## config.mk

```make
export PLATFORM = sky130hd
export DESIGN_NAME = boid_pixel_reader_flat
export DESIGN_NICKNAME = d
export VERILOG_FILES = /design/src/rtl/boid_pixel_reader_pkg.sv /design/src/rtl/boid_pixel_reader_if.sv /design/src/rtl/boid_pixel_reader_sync_delay.sv /design/src/rtl/boid_pixel_reader.sv /design/src/flat_wrapper.sv
export SDC_FILE = /design/constraint.sdc
export NUM_CORES = 1
export LEC_CHECK = 0
export ABC_AREA = 0
export CORE_MARGIN = 5
export CORE_UTILIZATION = 48
export CTS_CLUSTER_SIZE = 14
export DETAILED_ROUTE_END_ITERATION = 10
export MAX_ROUTING_LAYER = met4
export PLACE_DENSITY = 0.74
export RECOVER_POWER = 25
export REMOVE_ABC_BUFFERS = 1
export SYNTH_ARGS = -nofsm -noshare
export SYNTH_HDL_FRONTEND = slang
export SYNTH_SLANG_ARGS = --single-unit
```

## constraint.sdc

```tcl
create_clock -name clock -period 2.06 [get_ports clock]
set_clock_uncertainty 0.1 [all_clocks]
set_input_delay 0.618 -clock clock [delete_from_list [all_inputs] [get_ports clock]]
set_output_delay 0.618 -clock clock [all_outputs]
set_load 0.01 [all_outputs]
```

## src/rtl/boid_pixel_reader_pkg.sv

```systemverilog
// boid_pixel_reader shared constants and types.
// Raster geometry and display RAM address helpers.
package boid_pixel_reader_pkg;

  localparam int VIDEO_WIDTH = 640;
  localparam int VIDEO_HEIGHT = 480;
  localparam int PIXEL_COUNT =
    VIDEO_WIDTH * VIDEO_HEIGHT;
  localparam int PIXEL_ADDRESS_WIDTH = 20;

  localparam int X_W = 10;
  localparam int Y_W = 9;
  localparam int BASE_W = 19;

  typedef logic [PIXEL_ADDRESS_WIDTH-1:0]
    pix_addr_t;

  typedef struct packed {
    logic hsync;
    logic vsync;
    logic active;
    logic in_range;
    logic last;
  } sideband_t;

  localparam int SIDEBAND_W = $bits(sideband_t);

  // y*640 built from two shifts; exact for any 9-bit y
  function automatic logic [BASE_W-1:0] row_base(
    input logic [Y_W-1:0] y
  );
    logic [BASE_W-1:0] yy;
    yy = {10'd0, y};
    return (yy << 9) + (yy << 7);
  endfunction

endpackage

```

## src/rtl/boid_pixel_reader_if.sv

```systemverilog
// Display RAM read port plus the clear-write port.
// master = pixel reader, slave = display RAM.
interface boid_pixel_reader_if;
  import boid_pixel_reader_pkg::*;

  pix_addr_t boid_read_address;
  logic read_data;
  logic clear_we;
  pix_addr_t clear_addr;

  modport master (
    output boid_read_address,
    input read_data,
    output clear_we,
    output clear_addr
  );

  modport slave (
    input boid_read_address,
    output read_data,
    input clear_we,
    input clear_addr
  );

endinterface

```

## src/rtl/boid_pixel_reader_sync_delay.sv

```systemverilog
// Valid-qualified register delay line.
// Each stage loads only when the stage before it is valid.
module sync_delay #(
  parameter int WIDTH = 1,
  parameter int DEPTH = 3
) (
  input logic clock,
  input logic reset,
  input logic valid,
  input logic [WIDTH-1:0] din,
  output logic [DEPTH-1:0] stage_valid,
  output logic [WIDTH-1:0] dout
);

  logic [WIDTH-1:0] data [DEPTH];
  logic [DEPTH-1:0] vld;

  // shift valid every clock, data only behind a valid stage
  always_ff @(posedge clock) begin
    if (reset) begin
      vld <= '0;
      for (int i = 0; i < DEPTH; i++)
        data[i] <= '0;
    end else begin
      vld <= {vld[DEPTH-2:0], valid};
      if (valid)
        data[0] <= din;
      for (int i = 1; i < DEPTH; i++)
        if (vld[i-1])
          data[i] <= data[i-1];
    end
  end

  assign stage_valid = vld;
  assign dout = data[DEPTH-1];

endmodule

```

## src/rtl/boid_pixel_reader.sv

```systemverilog
// Display-side reader for the 1-bit boid memory.
// 3-stage pixel pipeline, clear-on-read, frame-end pulse.
module boid_pixel_reader
  import boid_pixel_reader_pkg::*;
#(
  parameter int CLEAR_ON_READ = 1
) (
  input logic clock,
  input logic reset,
  input logic pixel_en,
  input logic [X_W-1:0] x,
  input logic [Y_W-1:0] y,
  input logic active,
  input logic hsync_in,
  input logic vsync_in,
  boid_pixel_reader_if.master ram,
  output logic isBoidInPixel,
  output logic hsync_out,
  output logic vsync_out,
  output logic active_out,
  output logic screenEnd_out
);

  sideband_t sb_in;
  sideband_t sb_s2;
  logic [SIDEBAND_W-1:0] sb_dout;
  logic [2:0] stage_valid;
  logic in_range;

  logic [X_W-1:0] x_s0;
  logic [BASE_W-1:0] base_s0;
  logic in_range_s0;
  pix_addr_t addr_s1;
  pix_addr_t addr_s2;

  logic lit;
  logic clear_we;
  pix_addr_t clear_addr;
  logic last_seen;

  // classify the incoming raster position
  always_comb begin
    in_range =
      (x < X_W'(VIDEO_WIDTH)) &&
      (y < Y_W'(VIDEO_HEIGHT));
    sb_in = '0;
    sb_in.hsync = hsync_in;
    sb_in.vsync = vsync_in;
    sb_in.active = active;
    sb_in.in_range = in_range;
    sb_in.last =
      (x == X_W'(VIDEO_WIDTH - 1)) &&
      (y == Y_W'(VIDEO_HEIGHT - 1));
  end

  sync_delay #(
    .WIDTH (SIDEBAND_W),
    .DEPTH (3)
  ) u_sync (
    .clock (clock),
    .reset (reset),
    .valid (pixel_en),
    .din (sb_in),
    .stage_valid (stage_valid),
    .dout (sb_dout)
  );

  assign sb_s2 = sideband_t'(sb_dout);

  // S0: capture column and row base
  always_ff @(posedge clock) begin
    if (reset) begin
      x_s0 <= '0;
      base_s0 <= '0;
      in_range_s0 <= 1'b0;
    end else if (pixel_en) begin
      x_s0 <= x;
      base_s0 <= row_base(y);
      in_range_s0 <= in_range;
    end
  end

  // S1/S2: linear address, forced to 0 off-screen
  always_ff @(posedge clock) begin
    if (reset) begin
      addr_s1 <= '0;
      addr_s2 <= '0;
    end else begin
      if (stage_valid[0])
        addr_s1 <= in_range_s0 ?
          pix_addr_t'(base_s0 + BASE_W'(x_s0)) :
          '0;
      if (stage_valid[1])
        addr_s2 <= addr_s1;
    end
  end

  assign ram.boid_read_address = addr_s1;

  assign lit = ram.read_data &
               sb_s2.active &
               sb_s2.in_range;

  // output stage: pixel flag, syncs, clear, frame end
  always_ff @(posedge clock) begin
    if (reset) begin
      isBoidInPixel <= 1'b0;
      hsync_out <= 1'b0;
      vsync_out <= 1'b0;
      active_out <= 1'b0;
      screenEnd_out <= 1'b0;
      clear_we <= 1'b0;
      clear_addr <= '0;
      last_seen <= 1'b0;
    end else begin
      clear_we <= 1'b0;
      clear_addr <= '0;
      screenEnd_out <= 1'b0;
      if (stage_valid[2]) begin
        isBoidInPixel <= lit;
        hsync_out <= sb_s2.hsync;
        vsync_out <= sb_s2.vsync;
        active_out <= sb_s2.active;
        if (CLEAR_ON_READ != 0 && lit) begin
          clear_we <= 1'b1;
          clear_addr <= addr_s2;
        end
        screenEnd_out <= sb_s2.last &
                         sb_s2.active &
                         ~last_seen;
        last_seen <= sb_s2.last & sb_s2.active;
      end
    end
  end

  assign ram.clear_we = clear_we;
  assign ram.clear_addr = clear_addr;

endmodule
```

## src/flat_wrapper.sv

```systemverilog
// flat-port wrapper written by rule: the top's interface ports become plain ports
module boid_pixel_reader_flat import boid_pixel_reader_pkg::*;
#(
  parameter int CLEAR_ON_READ = 1
)
  (clock, reset, pixel_en, x, y, active, hsync_in, vsync_in, isBoidInPixel, hsync_out, vsync_out, active_out, screenEnd_out, ram_boid_read_address, ram_read_data, ram_clear_we, ram_clear_addr);
  boid_pixel_reader_if ram_i ();
  input logic clock;
  input logic reset;
  input logic pixel_en;
  input logic [X_W-1:0] x;
  input logic [Y_W-1:0] y;
  input logic active;
  input logic hsync_in;
  input logic vsync_in;
  output logic isBoidInPixel;
  output logic hsync_out;
  output logic vsync_out;
  output logic active_out;
  output logic screenEnd_out;
  output wire logic [$bits(ram_i.boid_read_address)-1:0] ram_boid_read_address;
  input wire logic [$bits(ram_i.read_data)-1:0] ram_read_data;
  output wire logic [$bits(ram_i.clear_we)-1:0] ram_clear_we;
  output wire logic [$bits(ram_i.clear_addr)-1:0] ram_clear_addr;
  assign ram_boid_read_address = ram_i.boid_read_address;
  assign ram_i.read_data = ram_read_data;
  assign ram_clear_we = ram_i.clear_we;
  assign ram_clear_addr = ram_i.clear_addr;
  boid_pixel_reader #(.CLEAR_ON_READ(CLEAR_ON_READ)) u_core (.clock(clock), .reset(reset), .pixel_en(pixel_en), .x(x), .y(y), .active(active), .hsync_in(hsync_in), .vsync_in(vsync_in), .ram(ram_i), .isBoidInPixel(isBoidInPixel), .hsync_out(hsync_out), .vsync_out(vsync_out), .active_out(active_out), .screenEnd_out(screenEnd_out));
endmodule
```

Yosys cells after proc, flatten, opt, wreduce, memory -nomap -nowiden

Memories as Yosys holds them, arrays and structs flattened.
Index checks and enable logic that the tools add are counted.

Memories: 1
Output and inout port bits: 46
Flip-flop bits (word level): 100
RAM bits: 15
Logic and storage cells: 51

Bitwise logic cells: 10
Add/subtract/negate cells: 2
Reductions and logical operators: 4
Equal/unequal tests: 2
Magnitude comparators: 2
Mux-type cells: 16

Memory list:

| name               | depth | width | rd ports | clocked after memory_dff | wr ports | line                               | text |
|---|---|---|---|---|---|---|---|
| u_core.u_sync.data | 3     | 5     | 3        | 0                        | 3        | boid_pixel_reader_sync_delay.sv:15 | `logic [WIDTH-1:0] data [DEPTH];` |

Operators by type and width:

| kind                 | count |
|---|---|
| $add 19x10->20       | 1 |
| $mux 20              | 1 |
| $add 18x16->19       | 1 |
| $mux 5               | 3 |
| $mux 1               | 12 |
| $eq 10x10->1 const B | 1 |
| $lt 10x10->1 const B | 1 |
| $eq 9x9->1 const B   | 1 |
| $lt 9x9->1 const B   | 1 |
| $and 1x1->1          | 4 |
| $not 1->1            | 3 |
| $or 1x1->1           | 3 |
| $reduce_or 3->1      | 1 |
| $logic_and 1x1->1    | 2 |
| $reduce_or 2->1      | 1 |

Longest topological paths before layout

Depth after elaboration: 4
Gate-level depth with buffers: 7
Gate-level depth less buffers: 7

Modules after synthesis

Synthesis repeated with hierarchy kept, for this count alone.

Cells, all modules: 427
Area total of the unflattened synthesis: 4367.9 um^2

Modules (own cells, without submodules):

| module            | instances | sequential area each (um^2) | cells each | area an instance (um^2) |
|---|---|---|---|---|
| boid_pixel_reader | 1         | 1801.7                      | 379        | 3633.5 |
| sync_delay        | 1         | 510.5                       | 48         | 734.5 |

Least setup slack after synthesis

Ideal clock, no wire load.

Path kind: in2reg
Start: input port y[0]
End: register u_core.base_s0[13]
Path buffers: 0
Data arrival time: 1.841 ns
Required time: 1.889 ns
Cell stages on the path: 7
Path slack: 0.049 ns
Cells stage by stage: ha_1 > inv_1 > fa_1 > nor2b_1 > o21ai_0 > a211o_1 > a21oi_1

Word-level cells in the longest chain between the ends: 1

RTL lines:

| item                 | line                        | text |
|---|---|---|
| start, declared      | flat_wrapper.sv:12          | `input logic [Y_W-1:0] y;` |
| $add 18x16->19       | boid_pixel_reader_pkg.sv:34 | `return (yy << 9) + (yy << 7);` |
| end signal, assigned | boid_pixel_reader.sv:78     | `base_s0 <= row_base(y);` |
| end, declared        | boid_pixel_reader.sv:31     | `logic [BASE_W-1:0] base_s0;` |

Every way passes these cells.
A chain may end at the register's enable or synchronous reset.

Worst setup path in the final report

Start: input port y[1]
End: register u_core.base_s0[16]

Same word-level chain as after synthesis.

==> flow_summary.toml <==
[setup_path]
critical_path.max_stage_delay_ps = 450
crit_start = "y[1]"
startpoint_type = "primary input"
path_cells = "clkdlybuf4s50_1 > ha_1 > a211oi_2 > o211ai_2 > mux2i_1 > a211o_1"
critPathMaxFanout = 3
r2r_end = "u_core.ram.boid_read_address[15]"
r2r-start = "u_core.base_s0[7]"
crit_family = "compound AO/OA/AOI/OAI gates"
crit_type = "in2reg"
critPathSlowestCell = "clkdlybuf4s50_1"
rrSetupSlack_ps = 170
path_buf_inv = 1
cp.arrival_ps = 2210
end_kind = "flop"
critPathRequiredTime_ps = 2220
r2r_cells = 6

[floorplan]
fp.dieW_um = 105
ios = 72
die-area_um2 = 11100
die_h_um = 105
start_util_pct = 49.7
core_area_um2 = 8760
rows = 34

[logic_synthesis]
syn_avg_cell_area_um2 = 10.3
synth-edff-count = 15
ys.flop_type = "dfxtp_1"
synthCells = 421
synth.distinct_cells = 51
yosys_warnings = 0
yosysSeqAreaShare_pct = 53.1
ys_seq_elements = 108
async_reset_ff_share_pct = 0
syn_area_um2 = 4350

[placed_design]
gp_congestion = 0.917
post-dp-hpwl_um = 6890
post-place-ws_ps = -576
io_buffers = 71

[run_status]
status = "complete, no violations"

[hold_path]
holdPathStages = 1
holdPathEnd = "u_core.screenEnd_out"
holdCritStartpoint = "u_core.last_seen"
hold_class = "reg2reg"

[global_routing]
grt_max_degree = 44
antenna_found_initial = 0
grt.overflow.total = 0
grt_pass1_wl_um = 15000
first_global_vias = 3079
grtUsageTotal_pct = 17.0

[timing]
fmax_mhz = 488
setup_violations = 0
slew_viol_final = 0
worst_slew_pin_slew_ps = 1020
worst_slack_ps = 10.9
post-route-min-period_ps = 2050
final_hold_viol_count = 0
fin_crit_sh_pct = 99.5
slew-limit-headroom_pct = 32.0
rsz0062_at_grt = "no"

[layout]
nets = 564
post-route-util_pct = 64.9
diodes = 0
layout-area-overhead-vs-synth_pct = 30.7
drive_gt1_share_pct = 14.9

[clock_tree]
postCtsHoldBufs = 0
clock_sinks = 108
cts_max_path_buffers = 2
clkLatencyLatePin_ps = 360
cts_buffers = 9
cts_tree = "yes"
clk_pin_slew_ps = 100
htreeDepth = 3
clock-root-buffer = "clkbuf_8"

[detailed_routing]
drtAntennaViolNets = 0
first_pass_iters = 4
vias_per_cell = 5.09
drc_errors = 0
wl_per_cell_um = 14.2
drt_iter0_drc = 116
vias = 3252
wirelength_um = 9100

[power_and_ir_drop]
total_leakage_power_nw = 2.47
cellPowerDensity_nw_per_um2 = 677
vdd_ir_drop_max_mv = 0.300

[run]
cap_violations = 0
==> worst max-delay path by stage <==
stage                                 to  slack, ps  depth (start not counted)
2_1_floorplan         u_core.base_s0[13]         50                          7
3_3_place_gp          u_core.base_s0[13]       -470                          8
3_5_place_dp          u_core.base_s0[13]       -580                          8
4_1_cts        ram_boid_read_address[19]          9                          1
5_1_grt        ram_boid_read_address[12]          1                          1
6_report              u_core.base_s0[16]         10                          6
==> metrics by stage <==
step	TNS [ps]	power [W]	cell area [um^2]	instances	hold WS (ps)
6_report	0	0.00385	5690	639	342
5_1_grt	0	0.00402	5690	639	370
4_1_cts	0	0.00387	5630	639	345
3_5_place_dp	-6350	0.00272	5420	622	329
3_3_place_gp	-5610	0.00270	5420	622	317
2_1_floorplan	0	0.00249	4240	399	298
==> state kept, by name, summed over array words and instances (netlist names), 3 cells and up <==
| signal | cells |
|---|---|
| u_core.x_s0 | 10 |
| u_core.addr_s2 | 20 |
| u_core.ram.boid_read_address | 20 |
| u_core.ram.clear_addr | 20 |
| u_core.u_sync.stage_valid | 3 |
| u_core.u_sync.data | 15 |
| u_core.base_s0 | 12 |
==> synth_stat cells, types with 5 or more instances <==
master	instances	area share, %
nor2b_1	5	0.72
a21oi_1	18	2.1
edfxtp_1	15	10
nand2_1	19	1.6
nand2b_1	13	1.9
o21ai_0	7	0.80
inv_1	9	0.78
xnor2_1	10	2.0
nor2_1	47	4.1
and2_1	34	4.9
buf_2	12	1.4
nand3_1	20	2.3
dfxtp_1	93	43
mux2i_1	37	8.5
ha_1	10	2.9
o21ai_1	8	0.92
==> layer usage <==
layer	wire [um]	vias up	global-route usage, %	part of all wire [%]
met1	4170	1521	21.1	46
met2	4470	67	27.3	49
met4	89	0	6.21	0.98
met3	381	4	3.79	4.2
li1	-	1660	-	-
met5	0	-	-	0
==> power breakdown <==
| part | switching, W | leakage (nW) | total, W | internal [W] |
|---|---|---|---|---|
| registers | 0.0000485 | 0.916 | 0.00225 | 0.00220 |
| clock network | 0.000718 | 0.0889 | 0.00116 | 0.000447 |
| logic | 0.000211 | 1.47 | 0.000437 | 0.000227 |
==> worst reg2reg max path: stages (launching register included) <==
cell	delay [ps]
dfxtp_1	340
ha_1	240
fa_1	420
a21oi_2	310
nor3_1	110
xnor2_1	180
o21ai_1	70
==> what timing repair did <==
| item | 4_1_cts | 5_1_grt |
|---|---|---|
| gates cloned | 0 | 0 |
| pin swaps | 3 | 1 |
| resized for setup | 11 | 22 |
| setup endpoints to repair | 5 | 22 |
| buffers inserted | 1 | 0 |
==> final cells by class <==
class                           count  area, um^2
Clock inverter                      7        50.0
Tap cell                          108         135
Multi-Input combinational cell    282        1950
Fill cell                         716        3080
Sequential cell                   108        2320
Inverter                            9        33.8
Timing Repair Buffer              116        1080
Clock buffer                        9         124
==> cells by family (layout without fill, tap and decap cells) <==
kind of cell    Yosys count  after routing  share of synthesized area, %
compound gates           58             58                          8.68
xor+xnor                 11             11                          2.21
fa+ha+maj                12             12                          3.80
buf+inv                  31            141                          3.36
flops                   108            108                          53.1
mux                      37             37                          8.51
simple gates            164            164                          20.3
==> cells in the final DEF (no fill, tap or decap), drive strengths merged, types with 2 or more instances in the layout <==
cell,n
mux2i,37
nor2,47
xnor2,10
clkdlybuf4s50,51
and2,34
nor4b,2
or3,2
nand4,5
nand3b,2
o21ai,15
clkbuf,12
a211o,4
a21o,2
edfxtp,15
nand4b,2
nand3,20
dlygate4sd2,3
clkinv,4
nand2b,13
ha,10
a211oi,3
fa,2
a21oi,22
o21a,2
nand2,19
dfxtp,93
nor3b,3
nor3,5
o211ai,2
inv,11
nor2b,5
nor4,2
dlymetal6s2s,16
buf,43
Note: power is estimated with default switching activity, not from simulation.
